File: src/rtl/multicycle_control_if.sv
// Control-side bundle between the multicycle FSM and the datapath/memory.
// The controller consumes run/op/mem_ready and drives every strobe and status output.
interface multicycle_control_if #(
    parameter int CNT_W = 32
);
    logic             run;
    logic [5:0]       op;
    logic             mem_ready;
    logic             mem_req;
    logic             MemRead;
    logic             MemWrite;
    logic             IorD;
    logic             IRWrite;
    logic             PCWrite;
    logic             PCWriteCond;
    logic             PCSource;
    logic             ALUSrcA;
    logic [1:0]       ALUSrcB;
    logic [1:0]       ALUctr;
    logic             RegDst;
    logic             RegWrite;
    logic             MemtoReg;
    logic             illegal;
    logic             retire;
    logic [CNT_W-1:0] instr_count;
    logic [3:0]       state_dbg;

    modport master (
        output run, op, mem_ready,
        input  mem_req, MemRead, MemWrite, IorD, IRWrite, PCWrite, PCWriteCond,
               PCSource, ALUSrcA, ALUSrcB, ALUctr, RegDst, RegWrite, MemtoReg,
               illegal, retire, instr_count, state_dbg
    );

    modport slave (
        input  run, op, mem_ready,
        output mem_req, MemRead, MemWrite, IorD, IRWrite, PCWrite, PCWriteCond,
               PCSource, ALUSrcA, ALUSrcB, ALUctr, RegDst, RegWrite, MemtoReg,
               illegal, retire, instr_count, state_dbg
    );
endinterface

File: src/rtl/multicycle_control.sv
// Multicycle MIPS-subset control FSM: fetch/decode/execute/memory/writeback
// sequencing with a ready/request memory stall and a retired-instruction counter.
module multicycle_control #(
    parameter int         CNT_W    = 32,
    parameter logic [5:0] OP_RTYPE = 6'b000000,
    parameter logic [5:0] OP_LW    = 6'b100011,
    parameter logic [5:0] OP_SW    = 6'b101011,
    parameter logic [5:0] OP_BEQ   = 6'b000100,
    parameter logic [5:0] OP_LUI   = 6'b001111
) (
    input logic                  clk,
    input logic                  rst,
    multicycle_control_if.slave  bus
);

    typedef enum logic [3:0] {
        FETCH    = 4'd0,
        DECODE   = 4'd1,
        MEM_ADDR = 4'd2,
        MEM_RD   = 4'd3,
        MEM_WB   = 4'd4,
        MEM_WR   = 4'd5,
        R_EXEC   = 4'd6,
        R_WB     = 4'd7,
        BRANCH   = 4'd8,
        LUI_EXEC = 4'd9,
        LUI_WB   = 4'd10
    } state_t;

    typedef struct packed {
        logic       mem_req;
        logic       mem_read;
        logic       mem_write;
        logic       iord;
        logic       ir_write;
        logic       pc_write;
        logic       pc_write_cond;
        logic       pc_source;
        logic       alu_src_a;
        logic [1:0] alu_src_b;
        logic [1:0] alu_ctr;
        logic       reg_dst;
        logic       reg_write;
        logic       mem_to_reg;
        logic       illegal;
        logic       retire;
    } ctl_t;

    state_t           state, state_nxt;
    ctl_t             ctl, ctl_q;
    logic [CNT_W-1:0] count;

    always_ff @(posedge clk or posedge rst) begin
        if (rst) state <= FETCH;
        else     state <= state_nxt;
    end

    always_ff @(posedge clk or posedge rst) begin
        if (rst)              count <= '0;
        else if (ctl_q.retire) count <= count + CNT_W'(1);
    end

    always_comb begin
        ctl       = '0;
        state_nxt = state;
        case (state)
            FETCH: begin
                if (bus.run) begin
                    ctl.mem_req   = 1'b1;
                    ctl.mem_read  = 1'b1;
                    ctl.alu_src_b = 2'b01;
                    // IR/PC load only on the completing beat so a stall never double-bumps PC
                    if (bus.mem_ready) begin
                        ctl.ir_write = 1'b1;
                        ctl.pc_write = 1'b1;
                        state_nxt    = DECODE;
                    end
                end
            end
            DECODE: begin
                ctl.alu_src_b = 2'b11;
                if (bus.op == OP_LW || bus.op == OP_SW) state_nxt = MEM_ADDR;
                else if (bus.op == OP_RTYPE)            state_nxt = R_EXEC;
                else if (bus.op == OP_BEQ)              state_nxt = BRANCH;
                else if (bus.op == OP_LUI)              state_nxt = LUI_EXEC;
                else begin
                    ctl.illegal = 1'b1;
                    state_nxt   = FETCH;
                end
            end
            MEM_ADDR: begin
                ctl.alu_src_a = 1'b1;
                ctl.alu_src_b = 2'b10;
                state_nxt     = (bus.op == OP_SW) ? MEM_WR : MEM_RD;
            end
            MEM_RD: begin
                ctl.mem_req  = 1'b1;
                ctl.mem_read = 1'b1;
                ctl.iord     = 1'b1;
                if (bus.mem_ready) state_nxt = MEM_WB;
            end
            MEM_WB: begin
                ctl.reg_write  = 1'b1;
                ctl.mem_to_reg = 1'b1;
                ctl.retire     = 1'b1;
                state_nxt      = FETCH;
            end
            MEM_WR: begin
                ctl.mem_req   = 1'b1;
                ctl.mem_write = 1'b1;
                ctl.iord      = 1'b1;
                if (bus.mem_ready) begin
                    ctl.retire = 1'b1;
                    state_nxt  = FETCH;
                end
            end
            R_EXEC: begin
                ctl.alu_src_a = 1'b1;
                ctl.alu_ctr   = 2'b10;
                state_nxt     = R_WB;
            end
            R_WB: begin
                ctl.reg_write = 1'b1;
                ctl.reg_dst   = 1'b1;
                ctl.retire    = 1'b1;
                state_nxt     = FETCH;
            end
            BRANCH: begin
                ctl.alu_src_a     = 1'b1;
                ctl.alu_ctr       = 2'b01;
                ctl.pc_write_cond = 1'b1;
                ctl.pc_source     = 1'b1;
                ctl.retire        = 1'b1;
                state_nxt         = FETCH;
            end
            LUI_EXEC: begin
                ctl.alu_src_a = 1'b1;
                ctl.alu_src_b = 2'b10;
                ctl.alu_ctr   = 2'b11;
                state_nxt     = LUI_WB;
            end
            LUI_WB: begin
                ctl.reg_write = 1'b1;
                ctl.retire    = 1'b1;
                state_nxt     = FETCH;
            end
            default: state_nxt = FETCH;
        endcase
    end

    // Reset masks the combinational decode so no strobe survives the rising edge of rst
    assign ctl_q = rst ? '0 : ctl;

    assign bus.mem_req     = ctl_q.mem_req;
    assign bus.MemRead     = ctl_q.mem_read;
    assign bus.MemWrite    = ctl_q.mem_write;
    assign bus.IorD        = ctl_q.iord;
    assign bus.IRWrite     = ctl_q.ir_write;
    assign bus.PCWrite     = ctl_q.pc_write;
    assign bus.PCWriteCond = ctl_q.pc_write_cond;
    assign bus.PCSource    = ctl_q.pc_source;
    assign bus.ALUSrcA     = ctl_q.alu_src_a;
    assign bus.ALUSrcB     = ctl_q.alu_src_b;
    assign bus.ALUctr      = ctl_q.alu_ctr;
    assign bus.RegDst      = ctl_q.reg_dst;
    assign bus.RegWrite    = ctl_q.reg_write;
    assign bus.MemtoReg    = ctl_q.mem_to_reg;
    assign bus.illegal     = ctl_q.illegal;
    assign bus.retire      = ctl_q.retire;
    assign bus.instr_count = count;
    assign bus.state_dbg   = state;

endmodule
File: src/flat_wrapper.sv
// flat-port wrapper written by rule: the top's interface ports become plain ports
module multicycle_control_flat 
#(
    parameter int         CNT_W    = 32,
    parameter logic [5:0] OP_RTYPE = 6'b000000,
    parameter logic [5:0] OP_LW    = 6'b100011,
    parameter logic [5:0] OP_SW    = 6'b101011,
    parameter logic [5:0] OP_BEQ   = 6'b000100,
    parameter logic [5:0] OP_LUI   = 6'b001111
)
  (clk, rst, bus_run, bus_op, bus_mem_ready, bus_mem_req, bus_MemRead, bus_MemWrite, bus_IorD, bus_IRWrite, bus_PCWrite, bus_PCWriteCond, bus_PCSource, bus_ALUSrcA, bus_ALUSrcB, bus_ALUctr, bus_RegDst, bus_RegWrite, bus_MemtoReg, bus_illegal, bus_retire, bus_instr_count, bus_state_dbg);
  multicycle_control_if #(.CNT_W(CNT_W)) bus_i ();
  input logic clk;
  input logic rst;
  input wire logic [$bits(bus_i.run)-1:0] bus_run;
  input wire logic [$bits(bus_i.op)-1:0] bus_op;
  input wire logic [$bits(bus_i.mem_ready)-1:0] bus_mem_ready;
  output wire logic [$bits(bus_i.mem_req)-1:0] bus_mem_req;
  output wire logic [$bits(bus_i.MemRead)-1:0] bus_MemRead;
  output wire logic [$bits(bus_i.MemWrite)-1:0] bus_MemWrite;
  output wire logic [$bits(bus_i.IorD)-1:0] bus_IorD;
  output wire logic [$bits(bus_i.IRWrite)-1:0] bus_IRWrite;
  output wire logic [$bits(bus_i.PCWrite)-1:0] bus_PCWrite;
  output wire logic [$bits(bus_i.PCWriteCond)-1:0] bus_PCWriteCond;
  output wire logic [$bits(bus_i.PCSource)-1:0] bus_PCSource;
  output wire logic [$bits(bus_i.ALUSrcA)-1:0] bus_ALUSrcA;
  output wire logic [$bits(bus_i.ALUSrcB)-1:0] bus_ALUSrcB;
  output wire logic [$bits(bus_i.ALUctr)-1:0] bus_ALUctr;
  output wire logic [$bits(bus_i.RegDst)-1:0] bus_RegDst;
  output wire logic [$bits(bus_i.RegWrite)-1:0] bus_RegWrite;
  output wire logic [$bits(bus_i.MemtoReg)-1:0] bus_MemtoReg;
  output wire logic [$bits(bus_i.illegal)-1:0] bus_illegal;
  output wire logic [$bits(bus_i.retire)-1:0] bus_retire;
  output wire logic [$bits(bus_i.instr_count)-1:0] bus_instr_count;
  output wire logic [$bits(bus_i.state_dbg)-1:0] bus_state_dbg;
  assign bus_i.run = bus_run;
  assign bus_i.op = bus_op;
  assign bus_i.mem_ready = bus_mem_ready;
  assign bus_mem_req = bus_i.mem_req;
  assign bus_MemRead = bus_i.MemRead;
  assign bus_MemWrite = bus_i.MemWrite;
  assign bus_IorD = bus_i.IorD;
  assign bus_IRWrite = bus_i.IRWrite;
  assign bus_PCWrite = bus_i.PCWrite;
  assign bus_PCWriteCond = bus_i.PCWriteCond;
  assign bus_PCSource = bus_i.PCSource;
  assign bus_ALUSrcA = bus_i.ALUSrcA;
  assign bus_ALUSrcB = bus_i.ALUSrcB;
  assign bus_ALUctr = bus_i.ALUctr;
  assign bus_RegDst = bus_i.RegDst;
  assign bus_RegWrite = bus_i.RegWrite;
  assign bus_MemtoReg = bus_i.MemtoReg;
  assign bus_illegal = bus_i.illegal;
  assign bus_retire = bus_i.retire;
  assign bus_instr_count = bus_i.instr_count;
  assign bus_state_dbg = bus_i.state_dbg;
  multicycle_control #(.CNT_W(CNT_W), .OP_RTYPE(OP_RTYPE), .OP_LW(OP_LW), .OP_SW(OP_SW), .OP_BEQ(OP_BEQ), .OP_LUI(OP_LUI)) u_core (.clk(clk), .rst(rst), .bus(bus_i));
endmodule
File: config.mk
export PLATFORM = sky130hd
export DESIGN_NAME = multicycle_control_flat
export DESIGN_NICKNAME = d
export VERILOG_FILES = /design/src/rtl/multicycle_control_if.sv /design/src/rtl/multicycle_control.sv /design/src/flat_wrapper.sv
export SDC_FILE = /design/constraint.sdc
export NUM_CORES = 1
export LEC_CHECK = 0
export ABC_AREA = 1
export BUFFER_PORTS_ARGS = -buffer_cell sky130_fd_sc_hd__buf_4
export CAP_MARGIN = 30
export CORE_MARGIN = 3
export CORE_UTILIZATION = 45
export CTS_CLUSTER_SIZE = 40
export DETAILED_ROUTE_END_ITERATION = 8
export GPL_TIMING_DRIVEN = 1
export PLACE_DENSITY = 0.72
export SETUP_SLACK_MARGIN = 0.3
export SYNTH_ARGS = -nofsm -noshare
export SYNTH_HDL_FRONTEND = slang
export SYNTH_SLANG_ARGS = --single-unit
File: constraint.sdc
create_clock -name clk -period 2.15 [get_ports clk]
set_input_delay 0.3225 -clock clk [delete_from_list [all_inputs] [get_ports clk]]
set_output_delay 0.3225 -clock clk [all_outputs]
set_load 0.005 [all_outputs]
# == Word level (Yosys, flattened, before mapping) ==
# Index checks and enable logic that the tools add are counted.
# op_classes
n_addsub,1
n_mul,0
div_mod_pow,0
n_lt_le_gt_ge,0
eq_ne,18
shifts,0
muxes,34
bitwise_logic,0
reduce_logical,9
# ops
cell,count
32-bit by 1-bit adder with 32-bit output (second input constant),1
4-bit two-way mux,8
4-bit one-hot mux with 7 select lines,1
18-bit two-way mux,1
4-bit by 3-bit == test with 1-bit output (second input constant),4
1-bit two-way mux,13
4-bit == test (second input constant),3
6-bit == test (second input constant),2
2-bit one-hot mux with 3 select lines,2
2-bit two-way mux,5
4-bit by 2-bit == test with 1-bit output (second input constant),2
2-bit inequality test (second input constant),4
4-bit OR reduction,2
6-bit by 3-bit == test with 1-bit output (second input constant),1
6-bit by 4-bit == test with 1-bit output (second input constant),1
6-bit logical NOT,1
1-bit one-hot mux with 2 select lines,3
4-bit by 1-bit == test with 1-bit output (second input constant),1
4-bit logical NOT,1
4-bit AND reduction,1
2-bit OR reduction,2
3-bit two-way mux,1
3-bit OR reduction,1
1-bit logical OR,1
# word_totals
regBits,36
latch_bits,0
ramBits,0
mem_bits_ro,0
mem_count,0

# == Depth between registers and ports, before layout ==
# Gate-level depths: netlist (run 1).
# logic_depth
word_depth,7
ltp_mapped,11

# == Least setup slack after synthesis (run 1) ==
# No wires, ideal clock.
# synth_path
path_kind,input to output
from,input rst
to,output bus_retire
arrival_ps,1681
required_ps,1827
setup_slack_ps,147
cell_stages,6
cell_sequence,inv_1 nand2_1 nand2_1 inv_2 nand2_4 buf_4
# synth_between
elab_chain_cells,1
# synth_rtl
element,line_no,source
start: declaration,flat_wrapper.sv:14,input logic rst;
18-bit two-way mux,multicycle_control.sv:152,assign ctl_q = rst ? '0 : ctl;
end: declaration,flat_wrapper.sv:33,output wire logic [$bits(bus_i.retire)-1:0] bus_retire;
# No other way between the ends.

# == Worst setup path in the final report (run 1) ==
# layout_path
from,register u_core.state[0] (netlist: u_core.bus.state_dbg[0])
to,output bus_ALUSrcB[1]
# layout_between
elab_chain_cells,4
elab_cells_between_ends,7
# layout_rtl
element,line_no,source
start: declaration,multicycle_control.sv:49,"state_t state, state_nxt;"
start signal: assignment,multicycle_control.sv:55,else state <= state_nxt;
4-bit by 2-bit == test with 1-bit output / 4-bit == test (equally long branches),multicycle_control.sv:66,case (state)
2-bit OR reduction (no line),n/a,
2-bit one-hot mux with 3 select lines (*),multicycle_control.sv:66,
18-bit two-way mux (*),multicycle_control.sv:152,
end: declaration,flat_wrapper.sv:27,output wire logic [$bits(bus_i.ALUSrcB)-1:0] bus_ALUSrcB;
# Every way passes the cells marked *; elsewhere a longest branch is shown, timed or not.

==> results of run 1 <==
-- routing by layer --
metal  track usage [%]  vias to the layer above
li1                  -                     1471
met1              29.0                     1320
met2              36.7                       68
met3              3.80                       10
met4              6.70                        0
met5                 0                        -
-- cells in the mapped netlist, types with 4 or more instances --
library cell	count
nor3_1	8
o21ai_1	5
nor2_1	67
nand2_1	198
nor2_2	4
a21oi_1	4
xor2_1	15
buf_4	4
nand3_1	24
inv_1	48
buf_6	4
dfrtp_1	36
-- state kept, by name (all words and copies together) (netlist names) --
name / flops
u_core.bus.state_dbg: 4
u_core.bus.instr_count: 32
-- path summary, 6_finish.rpt --
kind / start / end / slack, ns / depth (start not counted)
hold / removal: rst / u_core.bus.state_dbg[0] / 0.04 / 2
setup reg to reg: u_core.bus.instr_count[1] / u_core.bus.instr_count[22] / 0.44 / 8
hold reg to reg: u_core.bus.instr_count[31] / u_core.bus.instr_count[31] / 0.54 / 2
setup / recovery: u_core.bus.state_dbg[0] / bus_ALUSrcB[1] / 0.27 / 4
min in group clk: bus_mem_ready / u_core.bus.state_dbg[1] / 0.33 / 2
max in group asynchronous: rst / u_core.bus.instr_count[0] / 1.47 / 3
-- layout make-up --
cell class | count | area (um^2) | area share, %
Clock inverter | 2 | 35.0 | 1.03
Sequential cell | 36 | 907 | 26.5
Inverter | 51 | 200 | 5.86
Tap cell | 72 | 90.1 | 2.64
Clock buffer | 6 | 72.6 | 2.12
Multi-Input combinational cell | 341 | 1560 | 45.6
Timing Repair Buffer | 74 | 556 | 16.3
-- critical path: stages (launching register included) --
cell and delay [ns]:
dfrtp_2 0.47, nor2_2 0.20, nand2_1 0.14, a211oi_1 0.29, buf_4 0.17
-- timing repair --
action	CTS	global route
setup endpoints to repair	7	22
setup buffers	1	7
hold buffers	0	0
gates resized for setup	6	25
pin swaps	0	6
gates cloned	0	1
-- stage by stage --
| step | setup slack [ns] | hold slack, ns |
|---|---|---|
| 2_1_floorplan | 0.368 | 0.288 |
| 3_3_place_gp | 0.406 | 0.305 |
| 3_5_place_dp | 0.383 | 0.311 |
| 4_1_cts | 0.244 | 0.0113 |
| 5_1_grt | 0.181 | 0.0509 |
| 6_report | 0.272 | 0.0391 |
-- power by group through the flow --
stage          combinational [mW]  clock, mW  sequential, mW
2_1_floorplan               0.492          0           0.868
3_3_place_gp                0.795          0           0.894
3_5_place_dp                0.802          0           0.890
4_1_cts                     0.842      0.601           0.881
5_1_grt                      1.06      0.631           0.923
6_report                    0.946      0.587           0.904
-- kinds of logic (layout without fill, tap and decap cells) --
logic type      Yosys count  count (layout)  synth area share (%)
buf+inv                  60             133                  10.3
simple gates            309             310                  46.9
fa+ha+maj                 1               1                 0.475
compound gates           15              15                  3.18
xor+xnor                 15              15                  4.99
flops                    36              36                  34.2
==> impl_metrics.ini, run 1 <==
[placement]
numPortBuffers = 63
place_inst = 565
dpl_cell_area_mm2 = 0.00314
gp_congestion = 0.896
dpl.hpwl_mm = 5.42

[final_layout]
nets = 520
fin_util_pct = 61.3
num_antenna_cells = 0
final_common_cell = nand2_1
fin_area_mm2 = 0.00342
fin_cells = 582
areaGrowthSynthToFinish_pct = 29.7
drive_gt1_share_pct = 22.4
fillers = 548
final_cell_mix = nand2_1 (194), buf_4 (74), nor2_1 (62), inv_1 (44), dfrtp_1 (31)

[sta]
finClkSkew_ns = 0.00796
finalHoldViolations = 0
finalSetupViolations = 0
rsz0062_at_grt = yes
setup-tns-final_ns = 0
final-max-slew-violation-count = 0
min_period_ns = 1.88
tightest_slew_ns = 0.412
post-route-period-util_pct = 87.3
fmax_mhz = 533
slew_headroom_pct = 72.5

[logic_synthesis]
synth_seq_cells = 36
synthArstFlopShare_pct = 100
synth.distinct_cells = 23
synth.area.top_cells = dfrtp_1 (34%), nand2_1 (28%), nor2_1 (9.5%), inv_1 (6.8%), xor2_1 (5.0%)
synth_edf_count = 0
synth_area_mm2 = 0.00263
synth_top_cell_area_share_pct = 34.2
synth_ff_type = dfrtp_1
avgSynthCellArea_um2 = 6.04
synth_cells = 436
ys_seq_area_share_pct = 34.2
synth-warning-count = 0
syn_nets = 447
synth.largest_area_cell = dfrtp_1

[route]
post_drt_wl_per_cell_um = 12.4
met1Wirelength_mm = 3.14
wl_mm = 7.20
detail-route-antenna-nets = 0
viasPerCell = 4.93
drt_iter0_markers = 132
firstDrtPassIters = 4
vias = 2869
drc = 0
wl_met2_mm = 3.59
routed.top_layer = met4
wl_met3_um = 368

[run]
cap_viol_max_count = 0

[global_routing]
grt_pass1_vias = 2593
antenna_found_initial = 0
grtUsageTotal_pct = 22.0
grt_pass1_wl_mm = 11.6
grt_overflow = 0
grt_start_max_net_pins = 33

[power_and_ir_drop]
p_comb_share_pct = 38.8
switching_share_pct = 36.8
p_seq_share_pct = 37.1
finalPower_mw = 2.44
power.density_mw_per_mm2 = 713
p_leak_nw = 1.76
p_sw_mw = 0.898
vdd_drop_max_mv = 0.524
intPower_mw = 1.54
pwr-share-clk_pct = 24.1

[clock_tree]
path_clk_slew_ns = 0.06
cts_tree = done
cts_buffers = 5
clk_latency_ns = 0.29
cts_root_buf = clkbuf_8
h-tree-depth = 2
cts.sinks = 36
clockBufferDepth = 2

[floorplan]
core_mm2 = 0.00557
die_h_um = 82.5
die-width_um = 82.5
dieArea_mm2 = 0.00681
start_util_pct = 47.3
io_pins = 64
num_rows = 27

[critical_path]
worstSetupPathType = flip-flop to primary output
start_kind = flip-flop
cp-end-kind = primary output
crit_required_ns = 1.83
critPathMaxFanout = 5
cp.arrival_ns = 1.56

[worst_hold_path]
hp-class = input port to asynchronous set/reset pin

[outcome]
status = finished, final reports clean
(Power assumes the default switching activity.)
==> run 2, diff against run 1 <==
clock period = 1.8 ns   (was 2.15 ns; I/O delays follow)
==> impl_metrics.ini, run 2 (synthesized netlist as in run 1, its figures left out) <==
[sta]
tightest_slew_ns = 0.468
min_period_ns = 1.79
slew_headroom_pct = 68.8
finalHoldViolations = 0
fmax_mhz = 560
finalSetupViolations = 0
post-route-period-util_pct = 99.3
final-max-slew-violation-count = 0
finClkSkew_ns = 0.00809
rsz0062_at_grt = yes

[critical_path]
critPathMaxFanout = 5
worstSetupPathType = flip-flop to primary output
start_kind = flip-flop
crit_chain = inv_2 > nand2_4 > buf_12 > nor2_4 > nor2_4 > nor2_1 > buf_4
cp-end-kind = primary output
crit_slowest_cell = dfrtp_2
crit_path_frequent_cell = nor2_4
crit_required_ns = 1.53
cp.arrival_ns = 1.52
crit_path_max_incr_delay_ns = 0.47

[global_routing]
grtUsageTotal_pct = 24.1
antenna_found_initial = 0
grt_pass1_vias = 2798
grt_start_max_net_pins = 37
grt_pass1_wl_mm = 12.7
grt_overflow = 0

[route]
post_drt_wl_per_cell_um = 14.7
detail-route-antenna-nets = 0
viasPerCell = 5.15
vias = 3085
firstDrtPassIters = 4
wl_mm = 8.79
drc = 0
drt_iter0_markers = 199

[clock_tree]
cts_root_buf = clkbuf_8
h-tree-depth = 2
cts_buffers = 5
clk_latency_ns = 0.30
clockBufferDepth = 2
cts_tree = done
path_clk_slew_ns = 0.08
cts.sinks = 36
cts_hold_buffers = 0

[floorplan]
die-width_um = 82.5
die_h_um = 82.5
io_pins = 64
dieArea_mm2 = 0.00681
num_rows = 27
core_mm2 = 0.00557
start_util_pct = 47.3

[final_layout]
nets = 538
areaGrowthSynthToFinish_pct = 48.1
largest_reg_flops = 32
multi_input_area_mm2 = 0.00187
final_cell_mix = nand2_1 (187), buf_4 (82), nor2_1 (45), inv_1 (36), dfrtp_1 (24)
final_common_cell = nand2_1
fillers = 453
seqCellArea_um2 = 916
drive_gt1_share_pct = 36.2
fin_area_mm2 = 0.00390
num_antenna_cells = 0
fin_util_pct = 70.0

[power_and_ir_drop]
power.density_mw_per_mm2 = 831
p_leak_nw = 1.93
vdd_drop_max_mv = 0.807

[placement]
dpl_cell_area_mm2 = 0.00320
gp_congestion = 0.941
numPortBuffers = 63
dpl.hpwl_mm = 5.57

[outcome]
status = finished, final reports clean

[run]
cap_viol_max_count = 0

[worst_hold_path]
hp-class = input port to asynchronous set/reset pin
[run 2: metal layers]
metal | wire [um] | GRT usage, %
met1 | 3580 | 30.6
met2 | 4350 | 40.9
met3 | 615 | 4.99
met4 | 255 | 7.68
met5 | 0 | 0
[run 2: worst max-delay path: cells and delay by family (launching register included)]
kind	cells	cell delay (ns)
flops	1	0.47
buf+inv	3	0.35
simple gates	4	0.39
[run 2: report_power, final]
group / internal, mW / switching (mW) / leakage [nW]
registers: 0.916 / 0.151 / 0.464
logic: 0.730 / 0.870 / 1.43
clock network: 0.262 / 0.313 / 0.0400
[run 2: worst paths after layout]
kind | startpoint | end | cells past startpoint | slack, ns
worst max-delay path | u_core.bus.state_dbg[3] | bus_ALUctr[1] | 7 | 0.01
worst min-delay path | rst | u_core.bus.instr_count[20] | 3 | 0.28
worst max register to register | u_core.bus.state_dbg[2] | u_core.bus.instr_count[6] | 11 | 0.16
worst min register to register | u_core.bus.instr_count[13] | u_core.bus.instr_count[13] | 2 | 0.56
max in group asynchronous | rst | u_core.bus.instr_count[11] | 3 | 1.15
min in group clk | bus_mem_ready | u_core.bus.state_dbg[1] | 2 | 0.30
[run 2: repair_timing]
action,in CTS,in global routing
resized for setup,58,63
setup buffers,10,11
pin swaps,14,13
gates cloned,2,1
endpoints found under the setup margin,49,50
[run 2: area by class of cell]
class,instances,share of cell area (%)
clock inverter,2,0.321
multi-input combinational,342,47.8
timing repair buffer,91,19.1
tap,72,2.31
inverter,51,5.26
clock buffer,5,1.76
sequential,36,23.5
[run 2: metrics by stage]
stage | std cells | setup WS [ns] | setup TNS (ns) | total power [mW] | hold WS [ns]
3_5_place_dp | 568 | 0.100 | 0 | 2.05 | 0.543
4_1_cts | 587 | 0.0678 | 0 | 2.93 | 0.253
2_1_floorplan | 436 | 0.169 | 0 | 1.63 | 0.236
3_3_place_gp | 568 | 0.107 | 0 | 2.03 | 0.527
6_report | 599 | 0.0128 | 0 | 3.24 | 0.285
5_1_grt | 599 | -0.0518 | -0.237 | 3.43 | 0.308
